[src/rtl/muldiv_ctrl.sv]
// Iterative multiply/divide unit with HI/LO registers.
// One shift-add or restoring shift-subtract step per cycle, then a sign-fixup cycle.
module muldiv_ctrl #(
  parameter int WIDTH = 32
) (
  input  logic             clk,
  input  logic             reset,
  input  logic             Start,
  input  logic [1:0]       Op,
  input  logic [WIDTH-1:0] A,
  input  logic [WIDTH-1:0] B,
  input  logic             ReadHiLo,
  input  logic             Flush,
  output logic             Busy,
  output logic             Stall,
  output logic             Done,
  output logic [WIDTH-1:0] Hi,
  output logic [WIDTH-1:0] Lo
);

  // state | meaning
  // IDLE  | waiting for Start
  // CALC  | one multiply/divide iteration per edge
  // FIX   | apply result signs, write Hi/Lo
  typedef enum logic [1:0] {IDLE, CALC, FIX} state_t;

  localparam int CW = (WIDTH > 1) ? $clog2(WIDTH) : 1;

  state_t           state, state_nxt;
  logic [CW-1:0]    cnt;
  logic             op_div, neg_q, neg_r;
  logic [WIDTH-1:0] acc, mq, opb;

  logic             launch, div_zero, a_neg, b_neg;
  logic [WIDTH-1:0] a_mag, b_mag;
  logic [WIDTH:0]   mul_sum, rem_sh;
  logic [WIDTH-1:0] rem_diff, acc_step, mq_step, quo_fix, rem_fix;
  logic             sub_ok;
  logic [2*WIDTH-1:0] prod_fix;

  assign launch   = (state == IDLE) && Start && !Flush;
  assign div_zero = Op[1] && (B == '0);
  assign a_neg    = Op[0] && A[WIDTH-1];
  assign b_neg    = Op[0] && B[WIDTH-1];
  assign a_mag    = a_neg ? -A : A;
  assign b_mag    = b_neg ? -B : B;

  assign Busy  = (state != IDLE);
  assign Stall = Busy && (ReadHiLo || Start);

  always_ff @(posedge clk or negedge reset) begin
    if (!reset) state <= IDLE;
    else        state <= state_nxt;
  end

  always_comb begin
    state_nxt = state;
    if (Flush) begin
      state_nxt = IDLE;
    end else begin
      case (state)
        IDLE: if (Start) state_nxt = div_zero ? FIX : CALC;
        CALC: if (cnt == CW'(WIDTH - 1)) state_nxt = FIX;
        FIX:  state_nxt = IDLE;
        default: state_nxt = IDLE;
      endcase
    end
  end

  // Multiply: acc = running high half, mq = multiplier shifting out into low half.
  // Divide:   acc = partial remainder, mq = dividend shifting out / quotient shifting in.
  always_comb begin
    mul_sum  = {1'b0, acc} + (mq[0] ? {1'b0, opb} : '0);
    rem_sh   = {acc, mq[WIDTH-1]};
    sub_ok   = (rem_sh >= {1'b0, opb});
    rem_diff = rem_sh[WIDTH-1:0] - opb;
    if (op_div) begin
      acc_step = sub_ok ? rem_diff : rem_sh[WIDTH-1:0];
      mq_step  = {mq[WIDTH-2:0], sub_ok};
    end else begin
      acc_step = mul_sum[WIDTH:1];
      mq_step  = {mul_sum[0], mq[WIDTH-1:1]};
    end
    prod_fix = neg_q ? -{acc, mq} : {acc, mq};
    quo_fix  = neg_q ? -mq : mq;
    rem_fix  = neg_r ? -acc : acc;
  end

  always_ff @(posedge clk or negedge reset) begin
    if (!reset) begin
      cnt    <= '0;
      op_div <= 1'b0;
      neg_q  <= 1'b0;
      neg_r  <= 1'b0;
      acc    <= '0;
      mq     <= '0;
      opb    <= '0;
      Hi     <= '0;
      Lo     <= '0;
      Done   <= 1'b0;
    end else begin
      Done <= (state == FIX) && !Flush;
      if (launch) begin
        cnt    <= '0;
        op_div <= Op[1];
        if (div_zero) begin
          // Divide by zero bypasses CALC; FIX passes acc/mq straight through.
          acc   <= A;
          mq    <= '1;
          neg_q <= 1'b0;
          neg_r <= 1'b0;
        end else begin
          acc   <= '0;
          mq    <= Op[1] ? a_mag : b_mag;
          opb   <= Op[1] ? b_mag : a_mag;
          neg_q <= a_neg ^ b_neg;
          neg_r <= Op[1] && a_neg;
        end
      end else if (state == CALC && !Flush) begin
        acc <= acc_step;
        mq  <= mq_step;
        cnt <= cnt + 1'b1;
      end
      if (state == FIX && !Flush) begin
        if (op_div) begin
          Hi <= rem_fix;
          Lo <= quo_fix;
        end else begin
          Hi <= prod_fix[2*WIDTH-1:WIDTH];
          Lo <= prod_fix[WIDTH-1:0];
        end
      end
    end
  end

endmodule
[config.mk]
export PLATFORM = sky130hd
export DESIGN_NAME = muldiv_ctrl
export DESIGN_NICKNAME = d
export VERILOG_FILES = /design/src/rtl/muldiv_ctrl.sv
export SDC_FILE = /design/constraint.sdc
export NUM_CORES = 1
export LEC_CHECK = 0
export BUFFER_PORTS_ARGS = -buffer_cell sky130_fd_sc_hd__buf_2
export CAP_MARGIN = 20
export CELL_PAD_IN_SITES_DETAIL_PLACEMENT = 0
export CELL_PAD_IN_SITES_GLOBAL_PLACEMENT = 1
export CORE_MARGIN = 2
export CORE_UTILIZATION = 35
export CTS_CLUSTER_DIAMETER = 120
export DETAILED_ROUTE_END_ITERATION = 10
export GPL_TIMING_DRIVEN = 1
export HOLD_SLACK_MARGIN = 0.05
export PLACE_DENSITY_LB_ADDON = 0.1
export SETUP_SLACK_MARGIN = 0.02
export SYNTH_ARGS = -nofsm -noshare
export SYNTH_HDL_FRONTEND = slang
export SYNTH_SLANG_ARGS = --single-unit
[constraint.sdc]
create_clock -name clk -period 8.7 [get_ports clk]
set_input_delay 0.87 -clock clk [delete_from_list [all_inputs] [get_ports clk]]
set_output_delay 0.87 -clock clk [all_outputs]
set_load 0.05 [all_outputs]
==> flow_summary.json <==
{
  "combPwrFrac": 0.586,
  "synth_xor_area_frac": 0.102,
  "path_class": "reg2reg",
  "grt_antenna_before_repair": 1,
  "final_cell_mix": "nand2_1 (212), o21ai_0 (208), nor2_1 (182)",
  "hold_path_class": "in2async",
  "crit_slowest_cell": "o311ai_0",
  "relSlewSlack": 0.206,
  "postPlaceCellArea_sq_um": 15900,
  "syn_area_per_cell_sq_um": 7.87,
  "post_synth_mux_area_share": 0.0487,
  "clock_path_buffers": 2,
  "port_buffers": 137,
  "fin_area_sq_um": 16500,
  "cp.required_ps": 9050,
  "min_period_over_period": 0.556,
  "cp.arrival_ps": 5200,
  "n_antenna_cell": 0,
  "power_switching_uw": 2540,
  "tritoncts": "built",
  "end_kind": "flop",
  "totalWireLength_um": 59700,
  "htreeDepth": 4,
  "clk_pin_slew_ps": 80,
  "power.leakage_uw": 0.00732,
  "final_core_utilization": 0.392,
  "r2r-start": "mq[0]$_DFFE_PN0P_",
  "ys_seq_elements": 171,
  "setup_tns_ps": 0,
  "avgRoutedWirePerCell_um": 23.8,
  "fmax_mhz": 207,
  "r2r_cells": 13,
  "globalRoute.totalOverflow": 0,
  "setup_viol": 0,
  "synth_compound_area_frac": 0.254,
  "wl_met3_um": 3100,
  "wl_met1_um": 27900,
  "final_common_cell": "nand2_1",
  "slew_violations": 0,
  "final_antenna_net_count": 0,
  "powerDensity_nw_per_um2": 306,
  "synth_fa_ha_area_frac": 0.0611,
  "synthCells": 1904,
  "tightest_slew_ps": 1180,
  "crit_chain": "clkinv_1 -> buf_4 -> nor2_1 -> fa_1 -> a211oi_1 -> nor2_1 -> o311ai_0 -> nand2_1 -> a21o_1 -> a211oi_1 -> nor2_1 -> a211oi_1 -> o21ai_1",
  "r2r_setup_slack_ps": 3860,
  "synth-simple-area-share": 0.193,
  "dieArea_sq_um": 44500,
  "sw_frac_of_total": 0.502,
  "ys_async_sr_fraction": 1.00,
  "remaining_drc_errors": 0,
  "routed_via_density": 5.86,
  "ir_drop_v": 0.000124,
  "synth.distinct_cells": 92,
  "final_hold_viol_count": 0,
  "grt_pass1_wl_um": 89200,
  "stdcell_count": 2513,
  "drt-pass1-iter-count": 6,
  "grt_max_degree": 103,
  "rows": 75,
  "nets": 2104,
  "ys_seq_area_frac": 0.285,
  "reg2reg_to": "acc[31]$_DFFE_PN0P_",
  "start_kind": "flop",
  "synth_top_family_by_area": "compound AO/OA/AOI/OAI gates",
  "dp_cells": 2480,
  "drt_iter0_drc": 1314,
  "fp.dieH_um": 211,
  "cp_max_fo": 34,
  "cell_internal_pwr_uw": 2520,
  "cts_buffers": 17,
  "worst_path_largest_cell_delay_ps": 940,
  "die_x_um": 211,
  "root_buffer": "clkbuf_16",
  "status": "complete, no violations",
  "cts_hold_buf": 0,
  "via_count": 14700,
  "yosys_warnings": 0,
  "finClkSkew_ps": 13.7,
  "synth_area_sq_um": 15000,
  "clock-sinks": 171,
  "max_cap_violations": 0,
  "min_period_ps": 4840,
  "num_io_pins": 138,
  "dp_hpwl_um": 45200,
  "coreArea_sq_um": 42100,
  "grt_setup_unrepaired": "false",
  "start_util": 0.356,
  "highest_layer": "met4",
  "cts-resized-gates": 0,
  "grt_util_all_layers": 0.269,
  "synth_flop_cell": "dfrtp_1",
  "p_clk_frac": 0.152,
  "grt_pass1_vias": 13900,
  "areaGrowthSynthToFinish_pct": 10.1,
  "drive_above_1_share": 0.124,
  "place_congestion": 0.893,
  "wl_met2_um": 26800,
  "seq_power_share": 0.262,
  "synth_edf_count": 0,
  "clk_latency_ps": 470,
  "cts_setup_buffers": 0,
  "synthesis.nets": 2047
}
[critical path, delay by kind of cell, from the launching register on]
family	cells	cell delay, ps
simple gates	4	860
flops	1	460
compound gates	6	2380
fa+ha+maj	1	490
buf+inv	2	510
[Yosys cell counts (5+ instances only)]
| cell type | instances | share of area |
|---|---|---|
| a21oi_1 | 147 | 0.049 |
| nor4_1 | 19 | 0.0079 |
| inv_1 | 59 | 0.015 |
| nor2b_1 | 7 | 0.0029 |
| o41ai_1 | 10 | 0.0058 |
| nor2_1 | 185 | 0.046 |
| ha_1 | 70 | 0.058 |
| and3_1 | 11 | 0.0046 |
| nand2b_1 | 13 | 0.0054 |
| o311ai_0 | 5 | 0.0029 |
| and2_1 | 11 | 0.0046 |
| a221oi_1 | 7 | 0.0041 |
| o21ai_1 | 6 | 0.0020 |
| o211ai_1 | 19 | 0.0095 |
| dfrtp_1 | 171 | 0.29 |
| nand3_1 | 37 | 0.012 |
| o221ai_1 | 9 | 0.0053 |
| o31ai_1 | 20 | 0.010 |
| o22ai_1 | 6 | 0.0025 |
| or4_1 | 12 | 0.0060 |
| o21a_1 | 9 | 0.0045 |
| xor2_1 | 78 | 0.046 |
| o21ai_0 | 208 | 0.069 |
| clkbuf_1 | 90 | 0.023 |
| nor3_1 | 41 | 0.014 |
| a22oi_1 | 12 | 0.0060 |
| a31oi_1 | 24 | 0.010 |
| buf_6 | 9 | 0.0068 |
| nand4_1 | 14 | 0.0058 |
| mux2_2 | 16 | 0.012 |
| mux2i_1 | 55 | 0.037 |
| buf_4 | 5 | 0.0025 |
| xnor2_1 | 96 | 0.056 |
| buf_2 | 9 | 0.0030 |
| a211oi_1 | 32 | 0.016 |
| a21o_1 | 51 | 0.026 |
| or3_1 | 14 | 0.0058 |
| nand2_1 | 213 | 0.053 |
| nand3b_1 | 5 | 0.0025 |
| a31o_2 | 5 | 0.0029 |
[final cells by class]
type | count | area (sq um)
clock inverters | 14 | 133
inverters | 61 | 229
repair buffers | 160 | 862
fillers | 4470 | 25600
flip-flops and latches | 171 | 4280
well taps | 539 | 674
multi-input cells | 1550 | 9900
clock buffers | 18 | 429
[flip-flops by register name, indices dropped and copies added (netlist names)]
| register | count |
|---|---|
| Hi | 32 |
| Lo | 32 |
| mq | 32 |
| opb | 32 |
| Done | 1 |
| neg_q | 1 |
| acc | 32 |
| op_div | 1 |
| neg_r | 1 |
| state | 2 |
| cnt | 5 |
[power by group through the flow]
stage	Sequential [uW]	Clock (uW)	Combinational [uW]
global route	1350	818	3240
floorplan	1200	0	2160
global placement	1320	0	2920
detailed placement	1320	0	2900
CTS	1310	788	2920
finish	1320	770	2960
[worst max-delay path by stage]
stage,start,endpoint,slack [ps],depth (start not counted)
floorplan,mq[0]$_DFFE_PN0P_,acc[30]$_DFFE_PN0P_,5420,13
global route,mq[0]$_DFFE_PN0P_,acc[31]$_DFFE_PN0P_,3600,13
detailed placement,mq[0]$_DFFE_PN0P_,acc[31]$_DFFE_PN0P_,4020,13
finish,mq[0]$_DFFE_PN0P_,acc[31]$_DFFE_PN0P_,3860,13
CTS,mq[0]$_DFFE_PN0P_,acc[31]$_DFFE_PN0P_,3980,13
global placement,mq[0]$_DFFE_PN0P_,acc[31]$_DFFE_PN0P_,3930,13
[per-stage QoR]
| stage | power (uW) | hold slack, ps | worst slack [ps] |
|---|---|---|---|
| after CTS | 5020 | 411 | 3980 |
| after global routing | 5400 | 442 | 3600 |
| after global placement | 4240 | 456 | 3930 |
| after detailed placement | 4230 | 465 | 4020 |
| final | 5050 | 395 | 3860 |
| after floorplan | 3360 | 449 | 5420 |
[metal layers]
metal  vias up  track usage
li1       6983            -
met1      7189        0.384
met2       470        0.421
met3        81       0.0284
met4         0       0.0969
met5         -            0
[kinds of logic after synthesis]
logic type / after synthesis
multiplexers: 71
flip-flops: 171
buffers and inverters: 183
adder cells (fa/ha/maj): 72
AND/OR/NAND/NOR: 617
XOR/XNOR: 174
AO/OA/AOI/OAI: 616
(Power assumes the default switching activity.)
